===== config.mk =====
export PLATFORM = sky130hd
export DESIGN_NAME = imem_program_loader
export DESIGN_NICKNAME = d
export VERILOG_FILES = /design/src/rtl/cpu_pkg.sv /design/src/rtl/imem_program_loader.sv
export SDC_FILE = /design/constraint.sdc
export NUM_CORES = 1
export LEC_CHECK = 0
export CORE_MARGIN = 3
export CORE_UTILIZATION = 35
export DETAILED_ROUTE_END_ITERATION = 8
export DONT_BUFFER_PORTS = 1
export GPL_ROUTABILITY_DRIVEN = 0
export HOLD_SLACK_MARGIN = 0.15
export REMOVE_ABC_BUFFERS = 1
export SLEW_MARGIN = 20
export SYNTH_ARGS = -nofsm -noshare
export SYNTH_HDL_FRONTEND = slang
export SYNTH_SLANG_ARGS = --single-unit

===== constraint.sdc =====
create_clock -name clk -period 1.8 [get_ports clk]
set_input_delay 0.18 -clock clk [delete_from_list [all_inputs] [get_ports clk]]
set_output_delay 0.18 -clock clk [all_outputs]
set_load 0.01 [all_outputs]

===== src/rtl/cpu_pkg.sv =====
// Shared definitions for the cpu_pipelined slice: instruction width,
// the fill/end-marker word and the program-loader state encoding.
package cpu_pkg;

  localparam int INSTR_WIDTH = 32;

  // All-zero word doubles as NOP-fill and end-of-program marker
  localparam logic [INSTR_WIDTH-1:0] NOP_INSTR = 32'h0000_0000;

  typedef enum logic [2:0] {
    LD_IDLE   = 3'd0,
    LD_LOAD   = 3'd1,
    LD_FILL   = 3'd2,
    LD_DRAIN  = 3'd3,
    LD_RUN    = 3'd4,
    LD_HALTED = 3'd5
  } loader_state_e;

endpackage


===== src/rtl/imem_program_loader.sv =====
// Streams a program into the CPU instruction memory, zero-fills the rest,
// then releases the CPU from reset and watches for its halt.
//
// state     | meaning
// LD_IDLE   | CPU held in reset, waiting for start
// LD_LOAD   | accepting stream words, one imem write per handshake
// LD_FILL   | writing the fill word up to the top address
// LD_DRAIN  | program too long; discarding words up to s_last
// LD_RUN    | memory complete, CPU released
// LD_HALTED | CPU reported end_program, still released
module imem_program_loader
  import cpu_pkg::*;
#(
  parameter int ADDR_WIDTH = 6,
  parameter int DATA_WIDTH = INSTR_WIDTH
) (
  input  logic                  clk,
  input  logic                  reset,
  input  logic                  start,
  input  logic                  s_valid,
  output logic                  s_ready,
  input  logic [DATA_WIDTH-1:0] s_data,
  input  logic                  s_last,
  output logic                  imem_we,
  output logic [ADDR_WIDTH-1:0] imem_addr,
  output logic [DATA_WIDTH-1:0] imem_wdata,
  output logic                  cpu_reset,
  input  logic                  end_program,
  output logic                  load_done,
  output logic                  halted,
  output logic                  overflow,
  output logic [ADDR_WIDTH:0]   word_count
);

  localparam logic [ADDR_WIDTH-1:0] LAST_ADDR = {ADDR_WIDTH{1'b1}};

  loader_state_e           state_q, state_d;
  logic [ADDR_WIDTH-1:0]   ptr_q, ptr_d;
  logic [ADDR_WIDTH:0]     word_count_q, word_count_d;
  logic                    s_ready_q, s_ready_d;
  logic                    imem_we_q, imem_we_d;
  logic [ADDR_WIDTH-1:0]   imem_addr_q, imem_addr_d;
  logic [DATA_WIDTH-1:0]   imem_wdata_q, imem_wdata_d;
  logic                    cpu_reset_q, cpu_reset_d;
  logic                    load_done_q, load_done_d;
  logic                    halted_q, halted_d;
  logic                    overflow_q, overflow_d;
  logic                    handshake;
  logic                    restart;

  assign handshake = s_valid & s_ready_q;
  assign restart   = start & ((state_q == LD_IDLE) | (state_q == LD_RUN) |
                              (state_q == LD_HALTED));

  always_ff @(posedge clk or negedge reset) begin
    if (!reset) begin
      state_q      <= LD_IDLE;
      ptr_q        <= '0;
      word_count_q <= '0;
      s_ready_q    <= 1'b0;
      imem_we_q    <= 1'b0;
      imem_addr_q  <= '0;
      imem_wdata_q <= '0;
      cpu_reset_q  <= 1'b1;
      load_done_q  <= 1'b0;
      halted_q     <= 1'b0;
      overflow_q   <= 1'b0;
    end else begin
      state_q      <= state_d;
      ptr_q        <= ptr_d;
      word_count_q <= word_count_d;
      s_ready_q    <= s_ready_d;
      imem_we_q    <= imem_we_d;
      imem_addr_q  <= imem_addr_d;
      imem_wdata_q <= imem_wdata_d;
      cpu_reset_q  <= cpu_reset_d;
      load_done_q  <= load_done_d;
      halted_q     <= halted_d;
      overflow_q   <= overflow_d;
    end
  end

  // cpu_reset/load_done follow state_q rather than state_d, so release lands
  // one cycle after the final write that moved the FSM into LD_RUN.
  always_comb begin
    state_d      = state_q;
    ptr_d        = ptr_q;
    word_count_d = word_count_q;
    imem_we_d    = 1'b0;
    imem_addr_d  = imem_addr_q;
    imem_wdata_d = imem_wdata_q;
    cpu_reset_d  = 1'b1;
    load_done_d  = 1'b0;
    halted_d     = halted_q;
    overflow_d   = overflow_q;

    if (restart) begin
      state_d      = LD_LOAD;
      ptr_d        = '0;
      word_count_d = '0;
      overflow_d   = 1'b0;
      halted_d     = 1'b0;
    end else begin
      case (state_q)
        LD_IDLE: ;
        LD_LOAD: begin
          if (handshake) begin
            imem_we_d    = 1'b1;
            imem_addr_d  = ptr_q;
            imem_wdata_d = s_data;
            ptr_d        = ptr_q + 1'b1;
            word_count_d = word_count_q + 1'b1;
            if (s_last) begin
              state_d = (ptr_q == LAST_ADDR) ? LD_RUN : LD_FILL;
            end else if (ptr_q == LAST_ADDR) begin
              overflow_d = 1'b1;
              state_d    = LD_DRAIN;
            end
          end
        end
        LD_FILL: begin
          imem_we_d    = 1'b1;
          imem_addr_d  = ptr_q;
          imem_wdata_d = DATA_WIDTH'(NOP_INSTR);
          ptr_d        = ptr_q + 1'b1;
          if (ptr_q == LAST_ADDR) state_d = LD_RUN;
        end
        LD_DRAIN: begin
          if (handshake && s_last) state_d = LD_IDLE;
        end
        LD_RUN, LD_HALTED: begin
          cpu_reset_d = 1'b0;
          load_done_d = 1'b1;
          if ((state_q == LD_RUN) && end_program) begin
            state_d  = LD_HALTED;
            halted_d = 1'b1;
          end
        end
        default: state_d = LD_IDLE;
      endcase
    end

    s_ready_d = (state_d == LD_LOAD) || (state_d == LD_DRAIN);
  end

  assign s_ready    = s_ready_q;
  assign imem_we    = imem_we_q;
  assign imem_addr  = imem_addr_q;
  assign imem_wdata = imem_wdata_q;
  assign cpu_reset  = cpu_reset_q;
  assign load_done  = load_done_q;
  assign halted     = halted_q;
  assign overflow   = overflow_q;
  assign word_count = word_count_q;

endmodule


# Yosys cells after proc, flatten, opt, wreduce, memory -nomap -nowiden
# Cells that the tools add are included.
# totals
register_bits	60
out_inout_bits	51
wordCells	80
# classes
n_eq_ne	11
n_bitwise	5
reduce_logical	17
muxes	34
add_sub_neg	2
# ops
cell	n
$pmux 32 s2	1
$mux 32	1
$mux 3	8
$pmux 6 s2	2
$mux 7	3
$mux 6	3
$pmux 3 s5	1
$mux 1	14
$reduce_bool 2->1	6
$eq 3x2->1 const B	3
$add 7x1->7 const B	1
$add 6x1->6 const B	1
$eq 3x1->1 const B	2
$eq 3x3->1 const B	2
$eq 6x6->1 const B	1
$reduce_and 2->1	3
$reduce_and 4->1	1
$logic_not 3->1	1
$ne 3x3->1 const B	1
$reduce_and 3->1	1
$reduce_bool 3->1	1
$and 1x1->1	2
$logic_and 1x1->1	2
$ne 2x1->1 const B	1
6 further kinds	7

# Depth between registers and ports, before layout
# Gate-level depths: netlist (run 1).
# logic_depth
word_depth	8
depth_mapped	6
depth_no_buf	5

# Least setup slack after synthesis (run 1)
# No wires, ideal clock.
# synth_path
kind	register to register
startpoint	reg state_q[1]
endpoint	reg imem_wdata_q[0], in the netlist imem_wdata[0]
period_less_slack_ps	1472
slack_ps	328
setup_time_ps	136
t_required_ps	1664
t_arrival_ps	1336
stages_incl_launch_ff	7
n_path_buf	2
path_cell_list	dfrtp_1 nand4b_4 or2_2 buf_2 buf_2 nand2_1 a21oi_1
# synth_via
elab_chain_cells	6
# synth_rtl
element	line	source
start: declaration	imem_program_loader.sv:37	loader_state_e state_q, state_d;
start signal: assignment	imem_program_loader.sv:69	state_q <= state_d;
$eq 3x3->1 / $logic_not 3->1 (equally long branches)	imem_program_loader.sv:52	assign restart = start & ((state_q == LD_IDLE) | (state_q == LD_RUN) |
$or 1x1->1 (2 in series)	imem_program_loader.sv:52	
$and 1x1->1	imem_program_loader.sv:52	
$not 1->1 (no source line)	--	
$reduce_and 3->1 (no source line)	--	
end signal: assignment	imem_program_loader.sv:75	imem_wdata_q <= imem_wdata_d;
end: declaration	imem_program_loader.sv:43	logic [DATA_WIDTH-1:0] imem_wdata_q, imem_wdata_d;
# Parallel ways exist; a longest one is shown, timed or not.
# A chain may end at the register's enable or synchronous reset.

# Worst setup path after layout (run 1)
# layout_path
startpoint	reg state_q[2]
endpoint	reg state_q[0]
# layout_via
elab_chain_cells	5
# layout_rtl
element	line	source
$eq 3x3->1 / $logic_not 3->1 (equally long branches)	imem_program_loader.sv:52, imem_program_loader.sv:104, imem_program_loader.sv:134	
$logic_and 1x1->1 / $or 1x1->1 (equally long branches)	imem_program_loader.sv:134, imem_program_loader.sv:52	
$mux 3 / $or 1x1->1 (equally long branches)	imem_program_loader.sv:134, imem_program_loader.sv:52	
$pmux 3 s5 / $and 1x1->1 (equally long branches)	imem_program_loader.sv:104, imem_program_loader.sv:52	
$mux 3 *	imem_program_loader.sv:97	if (restart) begin
via state_d[0]	imem_program_loader.sv:37	
# The timed path passes the listed nets; every way through them passes the cells marked *.

==> results of run 1 <==
[repair_timing]
action	4_1_cts	5_1_grt
hold buffers	41	0
setup endpoints to repair	0	2
endpoints found under the hold margin	100	0
resized for setup	0	4
[worst max-delay path: cells and delay by family, from the launching register on]
kind / cells / cell delay, ns
AOI/OAI and AO/OA: 1 / 0.27
and+or+nand+nor: 2 / 0.13
buffers and inverters: 2 / 0.73
DFF: 1 / 0.45
[power breakdown]
part / leakage (nW) / internal, mW / total [mW] / switching [mW]
logic: 0.609 / 0.584 / 1.33 / 0.746
clock network: 0.0997 / 0.650 / 1.13 / 0.482
registers: 0.789 / 1.82 / 2.40 / 0.577
[metal layers]
metal | up-vias | global-route usage
li1 | 972 | -
met1 | 943 | 0.1902
met2 | 91 | 0.2232
met3 | 6 | 0.06462
met4 | 0 | 0.06281
met5 | - | 0
[worst min path at each step]
| stage | startpoint | end | cells past startpoint |
|---|---|---|---|
| after floorplan | reset | halted$_DFFE_PN0P_ | 0 |
| after global routing | s_valid | word_count[3]$_DFFE_PN0P_ | 3 |
| final | s_valid | word_count[3]$_DFFE_PN0P_ | 3 |
| after global placement | reset | imem_wdata[13]$_DFFE_PN0P_ | 0 |
| after detailed placement | reset | imem_wdata[26]$_DFFE_PN0P_ | 0 |
| after CTS | s_valid | word_count[3]$_DFFE_PN0P_ | 3 |
[registers in the layout (all words and copies together) (netlist names), 3 cells and up]
| signal | count |
|---|---|
| word_count | 7 |
| imem_wdata | 32 |
| ptr_q | 6 |
| imem_addr | 6 |
| state_q | 3 |
[through the flow]
stage / power [mW] / setup WS (ns) / cells
after floorplan: 3.156 / -0.2911 / 254
after global placement: 3.573 / 0.2441 / 357
after detailed placement: 3.612 / 0.1806 / 357
after global routing: 5.265 / 0.04393 / 414
after CTS: 4.918 / 0.02595 / 414
final: 4.858 / 0.1064 / 414
[cell type report]
type,count,area [sq um]
multi-input combinational,190,947.2
timing repair buffer,48,505.5
inverter,4,15.01
fill,640,3622
tap,96,120.1
clock buffer,15,186.4
sequential,60,1505
clock inverter,1,5.005
[cells by family (layout without fill, tap and decap cells)]
kind of cell,after synthesis,after routing,synth area share
fa+ha+maj,2,2,0.009880
mux,4,4,0.01581
compound gates,47,47,0.1023
buf+inv,18,68,0.03656
simple gates,133,133,0.2283
xor+xnor,4,4,0.01383
flops,60,60,0.5934
[cell usage in the layout (no fill, tap or decap), types with 2 or more instances in the layout]
cell type / netlist / final
nor2_2: 1 / 2
buf_12: 0 / 2
nor3_1: 3 / 3
inv_1: 3 / 3
dfrtp_2: 0 / 2
nand4b_1: 2 / 2
dlygate4sd3_1: 0 / 40
nand2b_1: 3 / 3
xnor2_1: 4 / 4
clkbuf_8: 0 / 13
a21oi_1: 34 / 34
o21ai_0: 6 / 6
or2_2: 3 / 3
buf_4: 0 / 5
dfrtp_1: 59 / 57
nand2_1: 96 / 96
ha_1: 2 / 2
nand4_1: 2 / 2
nand3_1: 7 / 7
mux2i_1: 4 / 4
nor2_1: 10 / 8
clkbuf_1: 4 / 2
==> flow_summary.toml, run 1 <==
[worst_setup_path]
rr_startpoint = "state_q[2]$_DFF_PN0_"
cp_slowest_cell = "dlygate4sd3_1"
path_cells = "buf_4 -> nand2b_1 -> nor2_1 -> a221o_1 -> dlygate4sd3_1"
path_max_fanout = 7
timing.rr.end = "state_q[0]$_DFF_PN0_"
slowest_delay_ns = 0.55
start_kind = "register"
path_class = "reg -> reg"
cp-end-kind = "register"
endpoint = "state_q[0]$_DFF_PN0_"
reg2reg_depth = 5
cp-startpoint = "state_q[2]$_DFF_PN0_"
arrival_ns = 1.90
cp.required_ns = 2.01
r2r_setup_slack_ns = 0.11

[die]
die_w_um = 91.06
start_util = 0.3667
coreArea_sq_um = 6907
placementRows = 30
io_pins = 89
die_h_um = 91.06
dieArea_sq_um = 8292

[timing]
max-slew-margin-rel = 0.7729
finalHoldViolCount = 0
fin_crit_sh = 0.9409
fin_crit_ns = 1.694
rsz0062_at_grt = "false"
drv_slew = 0
tns_ns = 0
worstMarginPinSlew_ns = 0.3364
fin_hold_ws_ns = 0.1856
setup_viol_count_final = 0
fmax_mhz = 590.4
finClkSkew_ns = 0.004611

[drt]
wl_met2_um = 2831
firstDrtPassIters = 4
post_drt_via_cell_ratio = 4.860
drt_wl_total_um = 6006
met1_length_um = 2554
drc_errors = 0
vias = 2012
drt_iter0_drc = 78
met3_wirelength_um = 578
routedWlPerCell_um = 14.51
detail-route-antenna-nets = 0
top_layer_used = "met4"

[synth]
synth.area.top_cells = "dfrtp_1, nand2_1, a21oi_1, buf_2, mux2i_1"
synth.most_common_cell = "nand2_1"
syn-instance-count = 268
seq_area_frac_synth = 0.5934
syn_area_sq_um = 2532
synth-seq-cells = 60
synth_area_per_cell_sq_um = 9.449
synth_edf_count = 0
synth-main-ff-cell = "dfrtp_1"
ys_async_sr_fraction = 1.000
yosysWarnings = 0
yosysTopAreaCellShare = 0.5830
synthTopCellsByCount = "nand2_1, dfrtp_1, a21oi_1, nor2_1, buf_2"
synthDistinctLibCells = 34
yosys.area.top_type = "dfrtp_1"

[global_routing]
grt_pass1_wl_um = 9901
grt_pass1_vias = 1963
antenna_found_initial = 0
grt_use_total = 0.1499
overflow = 0
grt_max_degree = 61

[pwr]
leakagePower_nw = 1.498
cellPowerDensity_nw_per_um2 = 1479
peakVddDrop_mv = 0.5551

[finish]
drive_gt1_frac = 0.1038
diodes = 0
nets = 353
syn_to_final_growth_pct = 29.69
finish.utilization = 0.4755
fin_area_sq_um = 3284

[cts]
cts_buffers = 9
cts_setup_buffers = 0
cts_buffer_depth = 2
cts_root_buffer = "clkbuf_8"
clk_pin_slew_ns = 0.06
cts_tree = "done"
htreeDepth = 3
clock_sinks = 60
clock_latency_ns = 0.32

[place]
port_buffers = 0
place_area_sq_um = 2655
dpl.hpwl_um = 3800

[outcome]
status = "finished, final reports clean"

[min_path]
hold_class = "in -> reg"

[flow_run]
maxCapViolations = 0
Note: power is estimated with default switching activity, not from simulation.
==> run 2, diff against run 1 <==
--- a/config.mk
+++ b/config.mk
@@ -5,13 +5,13 @@
 export SDC_FILE = /design/constraint.sdc
 export NUM_CORES = 1
 export LEC_CHECK = 0
-export CORE_MARGIN = 3
+export ABC_AREA = 1
+export CORE_MARGIN = 2
 export CORE_UTILIZATION = 35
 export DETAILED_ROUTE_END_ITERATION = 8
 export DONT_BUFFER_PORTS = 1
 export GPL_ROUTABILITY_DRIVEN = 0
 export HOLD_SLACK_MARGIN = 0.15
-export REMOVE_ABC_BUFFERS = 1
 export SLEW_MARGIN = 20
 export SYNTH_ARGS = -nofsm -noshare
 export SYNTH_HDL_FRONTEND = slang
==> run 2 against run 1 <==
  * Wire length increased by 5.2%
  * Maximum frequency increased by 5.9%
  * Non-clock buffer count decreased by 5
  * Via count increased by 5.8%
  * Largest cell class unchanged
  * Synthesized area increased by 4.6%
  * Cell area increased by 0.53%
  * Utilization decreased by 2.3 points
  * Highest routed layer unchanged
  * Sequential power increased by 2%
  * Critical path depth increased by 1
  * Hold slack got worse by 0.022 ns
==> flow_summary.toml, run 2 <==
[cts]
cts_tree = "done"
clock_latency_ns = 0.32
clk_pin_slew_ns = 0.06
cts_root_buffer = "clkbuf_8"
cts_setup_buffers = 0
htreeDepth = 3
cts_buffers = 9
cts_buffer_depth = 2
clock_sinks = 60

[finish]
syn_to_final_growth_pct = 24.66
diodes = 0
final_cell_mix = "nand2_1, dfrtp_1, nand3_1, dlygate4sd3_1, inv_1"
multi_input_area_sq_um = 970.9
stdcell_count = 447
largest_reg_flops = 32
seqCellArea_sq_um = 1503
nets = 385
fin_area_sq_um = 3302
final_common_cell = "nand2_1"
nFillCells = 746
drive_gt1_frac = 0.1034

[worst_setup_path]
path_class = "reg -> reg"
rr_startpoint = "state_q[2]$_DFF_PN0_"
cp-end-kind = "register"
crit_family = "simple AND/OR/NAND/NOR gates"
cp.required_ns = 2.01
start_kind = "register"
r2r_setup_slack_ns = 0.20
cp-startpoint = "state_q[2]$_DFF_PN0_"
slowest_delay_ns = 0.50
path_cells = "o211ai_2 -> nand2_2 -> nor2_2 -> inv_2 -> nand3_1 -> nand2_1"
cp_slowest_cell = "dfrtp_1"
worstPathBufferInverterCount = 1
path_max_fanout = 8
arrival_ns = 1.81

[place]
dpl.hpwl_um = 4030
place_area_sq_um = 2740
port_buffers = 0
dp_cells = 396

[synth]
synth_edf_count = 0
yosys.area.top_type = "dfrtp_1"
synth_area_per_cell_sq_um = 8.713
synthTopCellsByCount = "nand2_1, dfrtp_1, nand3_1, inv_1, nor2_1"
synth-main-ff-cell = "dfrtp_1"
synth.area.top_cells = "dfrtp_1, nand2_1, nand3_1, inv_1, nor2_1"
synth-seq-cells = 60
yosysWarnings = 0
ys_async_sr_fraction = 1.000
yosysTopAreaCellShare = 0.5574
syn_area_sq_um = 2649
synthDistinctLibCells = 29
syn-instance-count = 304
seq_area_frac_synth = 0.5673
synthesis.nets = 344
synth.most_common_cell = "nand2_1"

[global_routing]
grt_use_total = 0.1594
grt_pass1_wl_um = 10520
grt_pass1_vias = 2203
overflow = 0
grt_max_degree = 61
antenna_found_initial = 0

[pwr]
internal_power_mw = 2.926
cellPowerDensity_nw_per_um2 = 1493
leakagePower_nw = 1.718
power_frac_clock = 0.221
power.total_mw = 4.929
p_seq_frac = 0.494
p_sw_mw = 2.003
p_sw_frac = 0.4064
comb_power_share = 0.285
peakVddDrop_mv = 0.4490

[drt]
vias = 2128
drc_errors = 0
routedWlPerCell_um = 14.13
detail-route-antenna-nets = 0
firstDrtPassIters = 5
drt_wl_total_um = 6317
drt_iter0_drc = 89
post_drt_via_cell_ratio = 4.761

[outcome]
status = "finished, final reports clean"

[timing]
drv_slew = 0
fmax_mhz = 625.3
fin_hold_ws_ns = 0.1633
max-slew-margin-rel = 0.7276
rsz0062_at_grt = "false"
fin_crit_sh = 0.8885
setup_viol_count_final = 0
worstMarginPinSlew_ns = 0.4086
finClkSkew_ns = 0.008229
fin_crit_ns = 1.599
tns_ns = 0
finalHoldViolCount = 0

[die]
die_w_um = 91.00
coreArea_sq_um = 7292
io_pins = 89
placementRows = 31
die_h_um = 91.00
dieArea_sq_um = 8280
start_util = 0.3632

[min_path]
hold_class = "in -> reg"
hp-start = "end_program"

[flow_run]
maxCapViolations = 0
run 2: cell types whose count changed after synthesis, moves of 3 or more:
cell / previous run / this run
mux2i_1: 4 / 0
nand2b_1: 3 / 0
buf_4: 0 / 4
o21ai_1: 0 / 3
buf_2: 8 / 5
inv_1: 3 / 19
a21oi_1: 34 / 7
nand3_1: 7 / 47
or2_2: 3 / 0
nand2_2: 0 / 3
nand2_1: 96 / 104
inv_2: 1 / 7
run 2: power groups by stage:
stage	combinational, mW	clock (mW)	sequential (mW)
after floorplan	1.07	0	2.35
after global placement	1.28	0	2.45
after detailed placement	1.30	0	2.47
after CTS	1.41	1.14	2.45
after global routing	1.63	1.19	2.49
final	1.40	1.09	2.44
run 2: cells by family after synthesis:
group,count (synthesis),synth area share
compound gates,23,0.05384
xor+xnor,6,0.01984
fa+ha+maj,2,0.009446
buf+inv,39,0.06613
flops,60,0.5673
simple gates,174,0.2834
run 2: layout make-up:
cell class,count,share of cell area
Clock buffer,11,0.03979
Clock inverter,3,0.01213
Inverter,26,0.03031
Multi-Input combinational cell,205,0.2941
Sequential cell,60,0.4551
Tap cell,99,0.03751
Timing Repair Buffer,43,0.1311
run 2: tightest hold or removal path, cell delays in order:
cell,delay [ns]
o211ai_1,0.09
nand2_1,0.07
a21oi_1,0.05
nand2_1,0.06
run 2: timing repair:
action	CTS	global route
endpoints found under the hold margin	96	0
setup endpoints to repair	0	11
resized for setup	0	2
hold buffers	37	0
run 2: worst paths after layout:
check                           cells after the start                          to
worst max-delay path                                6        ptr_q[5]$_DFFE_PN0P_
worst min-delay path                                4        state_q[0]$_DFF_PN0_
worst max register to register                      6        ptr_q[5]$_DFFE_PN0P_
worst min register to register                      2  imem_wdata[31]$_DFFE_PN0P_
max in group asynchronous                           2         cpu_reset$_DFF_PN1_
min in group asynchronous                           2        state_q[1]$_DFF_PN0_
run 2: per-layer routing:
| metal | track usage | share of wire | wire (um) | vias up |
|---|---|---|---|---|
| met5 | 0 | 0 | 0 | - |
| met4 | 0.07071 | 0.016 | 104 | 0 |
| met1 | 0.1917 | 0.44 | 2766 | 987 |
| met3 | 0.05394 | 0.081 | 513 | 9 |
| li1 | - | - | - | 1048 |
| met2 | 0.2593 | 0.46 | 2933 | 84 |
run 2: through the flow:
| step | worst slack (ns) | util |
|---|---|---|
| 4_1_cts | 0.06964 | 0.4525 |
| 2_1_floorplan | 0.4132 | - |
| 6_report | 0.2008 | 0.4528 |
| 3_5_place_dp | 0.09276 | 0.3758 |
| 5_1_grt | 0.06297 | 0.4528 |
| 3_3_place_gp | 0.1584 | 0.3758 |
